$ cat config.mk
export PLATFORM = sky130hd
export DESIGN_NAME = dma_ahb_regbank
export DESIGN_NICKNAME = d
export VERILOG_FILES = /design/src/rtl/dma_ahb_regbank.sv
export SDC_FILE = /design/constraint.sdc
export NUM_CORES = 1
export LEC_CHECK = 0
export ABC_CLOCK_PERIOD_IN_PS = 4900
export CAP_MARGIN = 25
export CORE_ASPECT_RATIO = 0.8
export CORE_MARGIN = 1
export CORE_UTILIZATION = 54
export DETAILED_ROUTE_END_ITERATION = 10
export PLACE_DENSITY = 0.81
export SETUP_SLACK_MARGIN = 0.1
export SLEW_MARGIN = 20
export SYNTH_ARGS = -nofsm -noshare
export SYNTH_HDL_FRONTEND = slang
export SYNTH_SLANG_ARGS = --single-unit
$ cat constraint.sdc
create_clock -name HCLK -period 4.9 [get_ports HCLK]
set_input_delay 0.735 -clock HCLK [delete_from_list [all_inputs] [get_ports HCLK]]
set_output_delay 0.735 -clock HCLK [all_outputs]
set_load 0.02 [all_outputs]
$ cat src/rtl/dma_ahb_regbank.sv
// dma_ahb_regbank - AHB-Lite slave register bank for the DMA controller.
// Channel n at BASE_ADDR+16n: CTRL(+0) SRC(+4) DST(+8) STATUS(+C, read-only).
// Optional interrupt block (INT_STAT/INT_MASK at BASE_ADDR+16*NUM_CH, irq)
// is built when the macro DMA_REG_IRQ_EN is defined.
module dma_ahb_regbank #(
  parameter logic [31:0] BASE_ADDR = 32'h4000_0000,
  parameter int unsigned NUM_CH    = 4,
  parameter int unsigned SIZE_W    = 10
) (
  input  logic                     HCLK,
  input  logic                     HRESET,
  input  logic                     HSEL,
  input  logic                     HREADY,
  input  logic [1:0]               HTRANS,
  input  logic [2:0]               HSIZE,
  input  logic                     HWRITE,
  input  logic [31:0]              HADDR,
  input  logic [31:0]              HWDATA,
  output logic                     HREADYOUT,
  output logic                     HRESP,
  output logic [31:0]              HRDATA,
  output logic [NUM_CH-1:0]        ch_en,
  output logic [NUM_CH-1:0]        ch_target,
  output logic [NUM_CH*SIZE_W-1:0] ch_size,
  output logic [NUM_CH*32-1:0]     ch_sour,
  output logic [NUM_CH*32-1:0]     ch_dest,
  input  logic [NUM_CH-1:0]        ch_done,
  input  logic [NUM_CH-1:0]        ch_err,
  output logic                     irq
);

  localparam int unsigned NWORDS = 4 * NUM_CH;

  typedef enum logic [1:0] {OK, ERR1, ERR2} resp_t;
  resp_t state, state_nx;

  logic [31:0] ctrl_q [NUM_CH];
  logic [31:0] src_q  [NUM_CH];
  logic [31:0] dst_q  [NUM_CH];
  logic [1:0]  stat_q [NUM_CH];

`ifdef DMA_REG_IRQ_EN
  logic [NUM_CH-1:0] int_stat_q, int_mask_q, w1c;
  logic              wr_istat, wr_imask;
`endif

  logic        access, mapped, misalign, bad, stall;
  logic [29:0] offw;
  logic [5:0]  idx;
  logic [3:0]  strb;
  logic [31:0] rd_val;

  logic        dp_wr;
  logic [5:0]  dp_idx;
  logic [3:0]  dp_strb;
  logic [29:0] dp_word;
  logic [31:0] wmask;

  logic [NUM_CH-1:0] wr_ctrl, wr_src, wr_dst, ev;

  logic unused_bits;
  assign unused_bits = HTRANS[0];

  // Address-phase decode: word offset, mapping, error and byte strobes.
  always_comb begin
    access   = HSEL & HTRANS[1] & HREADY;
    offw     = HADDR[31:2] - BASE_ADDR[31:2];
    idx      = offw[5:0];
    mapped   = offw < 30'(NWORDS);
`ifdef DMA_REG_IRQ_EN
    mapped   = mapped | (offw == 30'(NWORDS)) | (offw == 30'(NWORDS + 1));
`endif
    misalign = ((HSIZE == 3'd1) & HADDR[0]) |
               ((HSIZE == 3'd2) & (HADDR[1:0] != 2'b00));
    bad      = !mapped | (HSIZE > 3'd2) | misalign;
    case (HSIZE)
      3'd0:    strb = 4'b0001 << HADDR[1:0];
      3'd1:    strb = HADDR[1] ? 4'b1100 : 4'b0011;
      default: strb = 4'b1111;
    endcase
    // A read may not overtake a pending write to the same word.
    stall = (state == OK) & dp_wr & HSEL & HTRANS[1] & !HWRITE &
            (HADDR[31:2] == dp_word);
  end

  // Read multiplexer on the address-phase word index.
  always_comb begin
    rd_val = '0;
    for (int unsigned i = 0; i < NUM_CH; i++) begin
      if (idx == 6'(4 * i))     rd_val = ctrl_q[i];
      if (idx == 6'(4 * i + 1)) rd_val = src_q[i];
      if (idx == 6'(4 * i + 2)) rd_val = dst_q[i];
      if (idx == 6'(4 * i + 3)) rd_val = {30'b0, stat_q[i]};
    end
`ifdef DMA_REG_IRQ_EN
    if (idx == 6'(NWORDS))     rd_val = 32'(int_stat_q);
    if (idx == 6'(NWORDS + 1)) rd_val = 32'(int_mask_q);
`endif
  end

  // Data-phase write targets and engine events per channel.
  always_comb begin
    wmask   = {{8{dp_strb[3]}}, {8{dp_strb[2]}}, {8{dp_strb[1]}}, {8{dp_strb[0]}}};
    wr_ctrl = '0;
    wr_src  = '0;
    wr_dst  = '0;
    ev      = '0;
    for (int unsigned i = 0; i < NUM_CH; i++) begin
      wr_ctrl[i] = dp_wr & (dp_idx == 6'(4 * i));
      wr_src[i]  = dp_wr & (dp_idx == 6'(4 * i + 1));
      wr_dst[i]  = dp_wr & (dp_idx == 6'(4 * i + 2));
      ev[i]      = ch_done[i] | ch_err[i];
    end
  end

  // Response state register.
  always_ff @(posedge HCLK) begin
    if (HRESET) state <= OK;
    else        state <= state_nx;
  end

  // Response next-state and bus handshake outputs.
  always_comb begin
    state_nx  = state;
    HREADYOUT = 1'b1;
    HRESP     = 1'b0;
    case (state)
      OK: begin
        HREADYOUT = !stall;
        if (access && bad) state_nx = ERR1;
      end
      ERR1: begin
        HREADYOUT = 1'b0;
        HRESP     = 1'b1;
        state_nx  = ERR2;
      end
      ERR2: begin
        HRESP    = 1'b1;
        state_nx = (access && bad) ? ERR1 : OK;
      end
      default: state_nx = OK;
    endcase
  end

  // Address-phase capture and registered read data.
  always_ff @(posedge HCLK) begin
    if (HRESET) begin
      dp_wr   <= 1'b0;
      dp_idx  <= '0;
      dp_strb <= '0;
      dp_word <= '0;
      HRDATA  <= '0;
    end else begin
      dp_wr <= access & HWRITE & !bad;
      if (access) begin
        dp_idx  <= idx;
        dp_strb <= strb;
        dp_word <= HADDR[31:2];
        if (!HWRITE) HRDATA <= bad ? '0 : rd_val;
      end
    end
  end

  // Channel registers: bus byte writes, engine done/err events.
  always_ff @(posedge HCLK) begin
    for (int unsigned i = 0; i < NUM_CH; i++) begin
      if (HRESET) begin
        ctrl_q[i] <= '0;
        src_q[i]  <= '0;
        dst_q[i]  <= '0;
        stat_q[i] <= '0;
      end else begin
        if (wr_ctrl[i])  ctrl_q[i]    <= (ctrl_q[i] & ~wmask) | (HWDATA & wmask);
        else if (ev[i])  ctrl_q[i][0] <= 1'b0;
        if (wr_src[i])   src_q[i]     <= (src_q[i] & ~wmask) | (HWDATA & wmask);
        if (wr_dst[i])   dst_q[i]     <= (dst_q[i] & ~wmask) | (HWDATA & wmask);
        // Enabling clears status, but an event in the same cycle still sets it.
        if (wr_ctrl[i] && dp_strb[0] && HWDATA[0])
          stat_q[i] <= {ch_err[i], ch_done[i]};
        else
          stat_q[i] <= stat_q[i] | {ch_err[i], ch_done[i]};
      end
    end
  end

  // Configuration outputs unpacked from the channel registers.
  always_comb begin
    ch_en     = '0;
    ch_target = '0;
    ch_size   = '0;
    ch_sour   = '0;
    ch_dest   = '0;
    for (int unsigned i = 0; i < NUM_CH; i++) begin
      ch_en[i]                     = ctrl_q[i][0];
      ch_target[i]                 = ctrl_q[i][4];
      ch_size[i*SIZE_W +: SIZE_W]  = ctrl_q[i][8 +: SIZE_W];
      ch_sour[i*32 +: 32]          = src_q[i];
      ch_dest[i*32 +: 32]          = dst_q[i];
    end
  end

`ifdef DMA_REG_IRQ_EN
  // Interrupt register write decode and W1C mask.
  always_comb begin
    wr_istat = dp_wr & (dp_idx == 6'(NWORDS));
    wr_imask = dp_wr & (dp_idx == 6'(NWORDS + 1));
    w1c      = wr_istat ? (HWDATA[NUM_CH-1:0] & wmask[NUM_CH-1:0]) : '0;
  end

  // Interrupt status (hardware set beats W1C), mask and registered irq.
  always_ff @(posedge HCLK) begin
    if (HRESET) begin
      int_stat_q <= '0;
      int_mask_q <= '0;
      irq        <= 1'b0;
    end else begin
      int_stat_q <= (int_stat_q & ~w1c) | ev;
      if (wr_imask)
        int_mask_q <= (int_mask_q & ~wmask[NUM_CH-1:0]) |
                      (HWDATA[NUM_CH-1:0] & wmask[NUM_CH-1:0]);
      irq <= |(int_stat_q & int_mask_q);
    end
  end
`else
  assign irq = 1'b0;
`endif

endmodule

Word level (Yosys, flattened, before mapping)
Memory sizes are Yosys's and may differ from the RTL's.
Index checks and enable logic that the tools add are counted.
{"block": "word_totals", "reg_bits": 75, "latch_bits": 0, "ramBits": 392, "rom_bits": 0, "in_bits": 82, "elab_cells": 277, "memories": 4}
{"name": "ctrl_q", "depth": 4, "word_bits": 32, "read_ports": 4, "rd_clocked_by_memory_dff": 0, "wr": 4, "line": "37", "rtl": "logic [31:0] ctrl_q [NUM_CH];"}
{"name": "dst_q", "depth": 4, "word_bits": 32, "read_ports": 4, "rd_clocked_by_memory_dff": 0, "wr": 4, "line": "39", "rtl": "logic [31:0] dst_q [NUM_CH];"}
{"name": "src_q", "depth": 4, "word_bits": 32, "read_ports": 4, "rd_clocked_by_memory_dff": 0, "wr": 4, "line": "38", "rtl": "logic [31:0] src_q [NUM_CH];"}
{"name": "stat_q", "depth": 4, "word_bits": 2, "read_ports": 4, "rd_clocked_by_memory_dff": 0, "wr": 4, "line": "40", "rtl": "logic [1:0] stat_q [NUM_CH];"}
{"block": "op_classes", "addsub": 1, "mul": 0, "div": 0, "order_cmp": 2, "n_eq_ne": 32, "n_shift": 1, "n_mux": 126, "bitwise_logic": 85, "reduce_logical": 20}
{"operator": "two-way mux 32 bit", "count": 29}
{"operator": "AND 32 bit", "count": 13}
{"operator": "bitwise OR 32 bit", "count": 12}
{"operator": "== test 6 x 4 -> 1 bit (second input constant)", "count": 14}
{"operator": "two-way mux 1 bit", "count": 84}
{"operator": "== test 6 x 3 -> 1 bit (second input constant)", "count": 7}
{"operator": "inverter 32 bit", "count": 1}
{"operator": "bitwise OR 1 bit", "count": 31}
{"operator": "== test 30 bit", "count": 1}
{"operator": "< comparator 30 x 5 -> 1 bit (second input constant)", "count": 1}
{"operator": "subtractor 30 x 29 -> 30 bit (second input constant)", "count": 1}
{"operator": "AND 1 bit", "count": 23}
{"operator": "== test 6 x 2 -> 1 bit (second input constant)", "count": 3}
{"operator": "two-way mux 2 bit", "count": 9}
{"operator": "== test 6 x 1 -> 1 bit (second input constant)", "count": 2}
{"operator": "zero test 6 bit", "count": 2}
{"operator": "logical AND 1 bit", "count": 9}
{"operator": "bitwise OR 2 bit", "count": 4}
{"operator": "one-hot mux 4 bit (2 select lines)", "count": 1}
{"operator": "one-hot mux 2 bit (3 select lines)", "count": 1}
{"operator": "zero test 1 bit", "count": 4}
{"operator": "two-way mux 4 bit", "count": 1}
{"operator": "<< shifter 1 x 2 -> 4 bit (first input constant)", "count": 1}
{"operator": "== test 3 x 1 -> 1 bit (second input constant)", "count": 1}
{"operator": "12 further kinds", "count": 12}

Depth between registers and ports, before layout
{"block": "depth", "ltp_word": 19, "ltp_mapped": 9, "mapped_depth_nobuf": 5}

Worst setup path before layout
OpenSTA, ideal clock, no wires.
{"block": "synth_path", "kind": "register to register", "start": "reg dp_idx[4]", "end": "mem dst_q[0][0], enable pin", "setup_time_ns": 0.466, "t_arrival_ns": 3.194, "slack_ns": 1.240, "path_stages_with_launch": 4, "path_cell_list": "dfxtp_1 > nor4b_1 > nand2_1 > o21ai_0"}
{"item": "start, declared", "line": "54", "rtl": "logic [5:0] dp_idx;"}
{"item": "start signal, assigned", "line": "156", "rtl": "dp_idx <= idx;"}
{"item": "end, declared", "line": "39"}

Worst setup path in the final report
{"block": "layout_path", "start": "in HADDR[7]", "end": "out HREADYOUT"}
{"block": "layout_between", "elab_chain_cells": 4}
{"item": "start, declared", "line": "17", "rtl": "input logic [31:0] HADDR,"}
{"item": "== test 30 bit", "line": "83", "rtl": "(HADDR[31:2] == dp_word);"}
{"item": "AND 1 bit", "line": "82", "rtl": "stall = (state == OK) & dp_wr & HSEL & HTRANS[1] & !HWRITE &"}
{"item": "zero test 1 bit", "line": "129", "rtl": "HREADYOUT = !stall;"}
{"item": "one-hot mux 1 bit (2 select lines)", "line": "127", "rtl": "case (state)"}
{"item": "end, declared", "line": "19", "rtl": "output logic HREADYOUT,"}
No other way between the ends.

==> results.md <==
- Final setup fails: 0
- Most frequent cells in the layout: a21oi_1 (430), clkdlybuf4s50_1 (414), edfxtp_1 (392)
- Total gr overflow: 0
- DR vias: 22361
- Final net count: 2790
- Power per cell area: 304 mW/mm²
- Drt drc: 0
- Fin. Hold Viols: 0
- Final worst slack: 1.14 ns
- Reg2reg start: dp_idx[4]
- Gr usage total: 0.391
- R2R depth: 6
- Initial Utilization: 0.548
- Peak VDD IR: 0.000318 V
- FMAX: 0.266 GHz
- Hold WC Path Type: reg2reg
- Final period utilization: 0.768
- CTS buffer count: 47
- First-pass GRT wire length: 133 mm
- Port bufs: 418
- Final Wtd Congestion: 0.905
- Cell Area, Synth: 0.0244 mm²
- Clock Tree Buf Depth: 3
- Detailed placement HPWL: 58.6 mm
- IO Pins: 421
- CTS tree: yes
- Seq cells post-synth: 461
- Fin crit period: 3.76 ns
- Clk pwr share: 0.409
- R2r setup slk: 1.78 ns
- Fraction of layout cells with a size suffix above 1: 0.0700
- Number of antenna violations at the first check in global routing: 0
- H-tree levels: 2
- Pre-CTS setup slack: 0.974 ns
- Syn avg cell area: 9.95 µm²
- Synth Instances: 2451
- CP Data Required Time: 4.16 ns
- Seq pwr share: 0.486
- Leakage: 10.2 nW
- Normalized max-slew margin: 0.210
- Die W: 240 µm
- Largest net degree at the start of global routing: 106
- Total Wirelength: 92.7 mm
- Main synth FF type: edfxtp_1
- Hold-fix buffers, CTS: 0
- Setup Buffers After CTS: 0
- Sequential share of the synthesized area: 0.539
- Kind of critical path: in2out
- Worst path arrival time: 3.03 ns
- Crit. End Element: output port
- CTS sink cnt: 461
- Clock-pin slew on the worst setup and hold paths: 0.06 ns
- DRT antenna net count: 0
- Drt first pass iters: 8
- Net switching power: 2.33 mW
- CTS Root Cell: clkbuf_16
- Worst Path Max Fanout: 9
- Startpoint Class: input pin
- Worst r2r dst: src_q[3][3]
- Yosys Warn Count: 0
- Wirelength per Cell: 27.7 µm
- Via density: 6.68
- Most common library cell in the layout ignoring fill and taps: a21oi_1
- RSZ-0062 raised after global routing: no
- Core box area: 0.0445 mm²
- Hold Crit Endpoint: dp_word[16]
- Die area: 0.0460 mm²
- Pins Over Slew Limit: 0
- Final Skew: 0.0275 ns
- Status: finished, final reports clean
- Gate power share: 0.105
- Maxcap violations: 0
- Worst-Margin Slew: 1.18 ns
- Clock latency on the worst-skew pair: 0.59 ns
- Async set-reset flop share out of synthesis: 0
- First DRT Iteration DRCs: 3732
- Area delta synth->final: 25.1%
- Netlist cell types: 69
- Setup TNS: 0 ns
- Post-synth EDFFs: 392
- Vias in the first global route: 21022
- Chip height: 192 µm
- P_int: 6.94 mW
- WHS Path Cells: 2
- Worst hold start: dp_word[16]
- Sw Share: 0.252
- Row cnt: 69
- Post-cts repair resize count: 0
[power groups by stage]
stage | combinational [mW] | clock [mW] | sequential [mW]
3_5_place_dp | 0.941 | 0 | 4.58
5_1_grt | 1.01 | 3.91 | 4.51
3_3_place_gp | 0.917 | 0 | 4.57
2_1_floorplan | 0.427 | 0 | 4.63
6_report | 0.975 | 3.80 | 4.51
4_1_cts | 0.948 | 3.77 | 4.50
[routing by layer]
layer | global-route usage | vias to the layer above | part of all wire
met5 | 0 | - | 0
met3 | 0.108 | 323 | 0.15
met4 | 0.180 | 0 | 0.047
met2 | 0.580 | 2038 | 0.44
met1 | 0.531 | 10636 | 0.36
li1 | - | 9364 | -
[sequential cells by signal (all words and copies together) (netlist names), 4 cells and up]
name / count
HRDATA: 32
ctrl_q: 128
dp_idx: 5
dp_strb: 4
dp_word: 25
dst_q: 128
src_q: 128
stat_q: 8
[through the flow]
| step | total power, mW | area [µm²] | hold slack [ns] | util | cells |
|---|---|---|---|---|---|
| final | 9.28 | 30500 | 0.466 | 0.686 | 3346 |
| after CTS | 9.21 | 30400 | 0.467 | 0.683 | 3341 |
| after floorplan | 5.06 | 24400 | 0.448 | - | 2458 |
| after global placement | 5.49 | 28700 | 0.453 | 0.644 | 3249 |
| after global routing | 9.44 | 30500 | 0.484 | 0.686 | 3345 |
| after detailed placement | 5.52 | 28800 | 0.459 | 0.647 | 3253 |
[cell type report]
class | count | area, µm²
Multi-Input combinational cell | 1670 | 9970
Inverter | 46 | 174
Clock buffer | 71 | 1440
Antenna cell | 1 | 2.50
Timing Repair Buffer | 477 | 4820
Fill cell | 3304 | 14000
Tap cell | 603 | 754
Clock inverter | 17 | 173
Sequential cell | 461 | 13200
[synth_stat cells, types with 15 or more instances]
library cell | number | area (µm²)
a311o_1 | 29 | 290
edfxtp_1 | 392 | 11800
buf_4 | 49 | 368
dfxtp_1 | 69 | 1380
a32oi_1 | 29 | 254
buf_2 | 26 | 130
o22ai_1 | 32 | 200
nor4_1 | 15 | 93.8
nor3_1 | 72 | 360
nand2_1 | 202 | 758
a2111o_1 | 29 | 327
o2111ai_1 | 32 | 280
inv_1 | 46 | 173
a22oi_1 | 61 | 458
nor2_1 | 74 | 278
clkbuf_1 | 187 | 702
and3_1 | 62 | 388
xor2_1 | 22 | 193
a21oi_1 | 430 | 2150
o21ai_0 | 86 | 430
nand2b_1 | 389 | 2430
[cell families (layout without fill, tap and decap cells)]
kind of cell / after synthesis / count (layout) / synth area share
fa+ha+maj: 5 / 5 / 0.00257
mux: 4 / 4 / 0.00164
compound gates: 754 / 754 / 0.190
buf+inv: 327 / 611 / 0.0623
flops: 461 / 461 / 0.539
other cells: 2 / 10 / 0.000308
xor+xnor: 30 / 30 / 0.0108
simple gates: 868 / 868 / 0.193
[critical path, cell delays in order]
cell,delay (ns)
clkdlybuf4s50_1,0.61
buf_4,0.24
xor2_1,0.09
nor4_1,0.27
nand4_1,0.13
nor4_1,0.30
a21oi_1,0.09
clkdlybuf4s50_1,0.56
[how the worst max path moves through the flow]
stage	to	slack [ns]	depth (start not counted)	start
after CTS	HREADYOUT	1.17	8	HADDR[7]
after global placement	HRDATA[14]	1.08	8	HADDR[5]
after global routing	HREADYOUT	1.07	8	HADDR[7]
after floorplan	dst_q[0][0]	1.24	3	dp_idx[4]
after detailed placement	HRDATA[14]	0.97	8	HADDR[5]
final	HREADYOUT	1.14	8	HADDR[7]
Note: power is estimated with default switching activity, not from simulation.
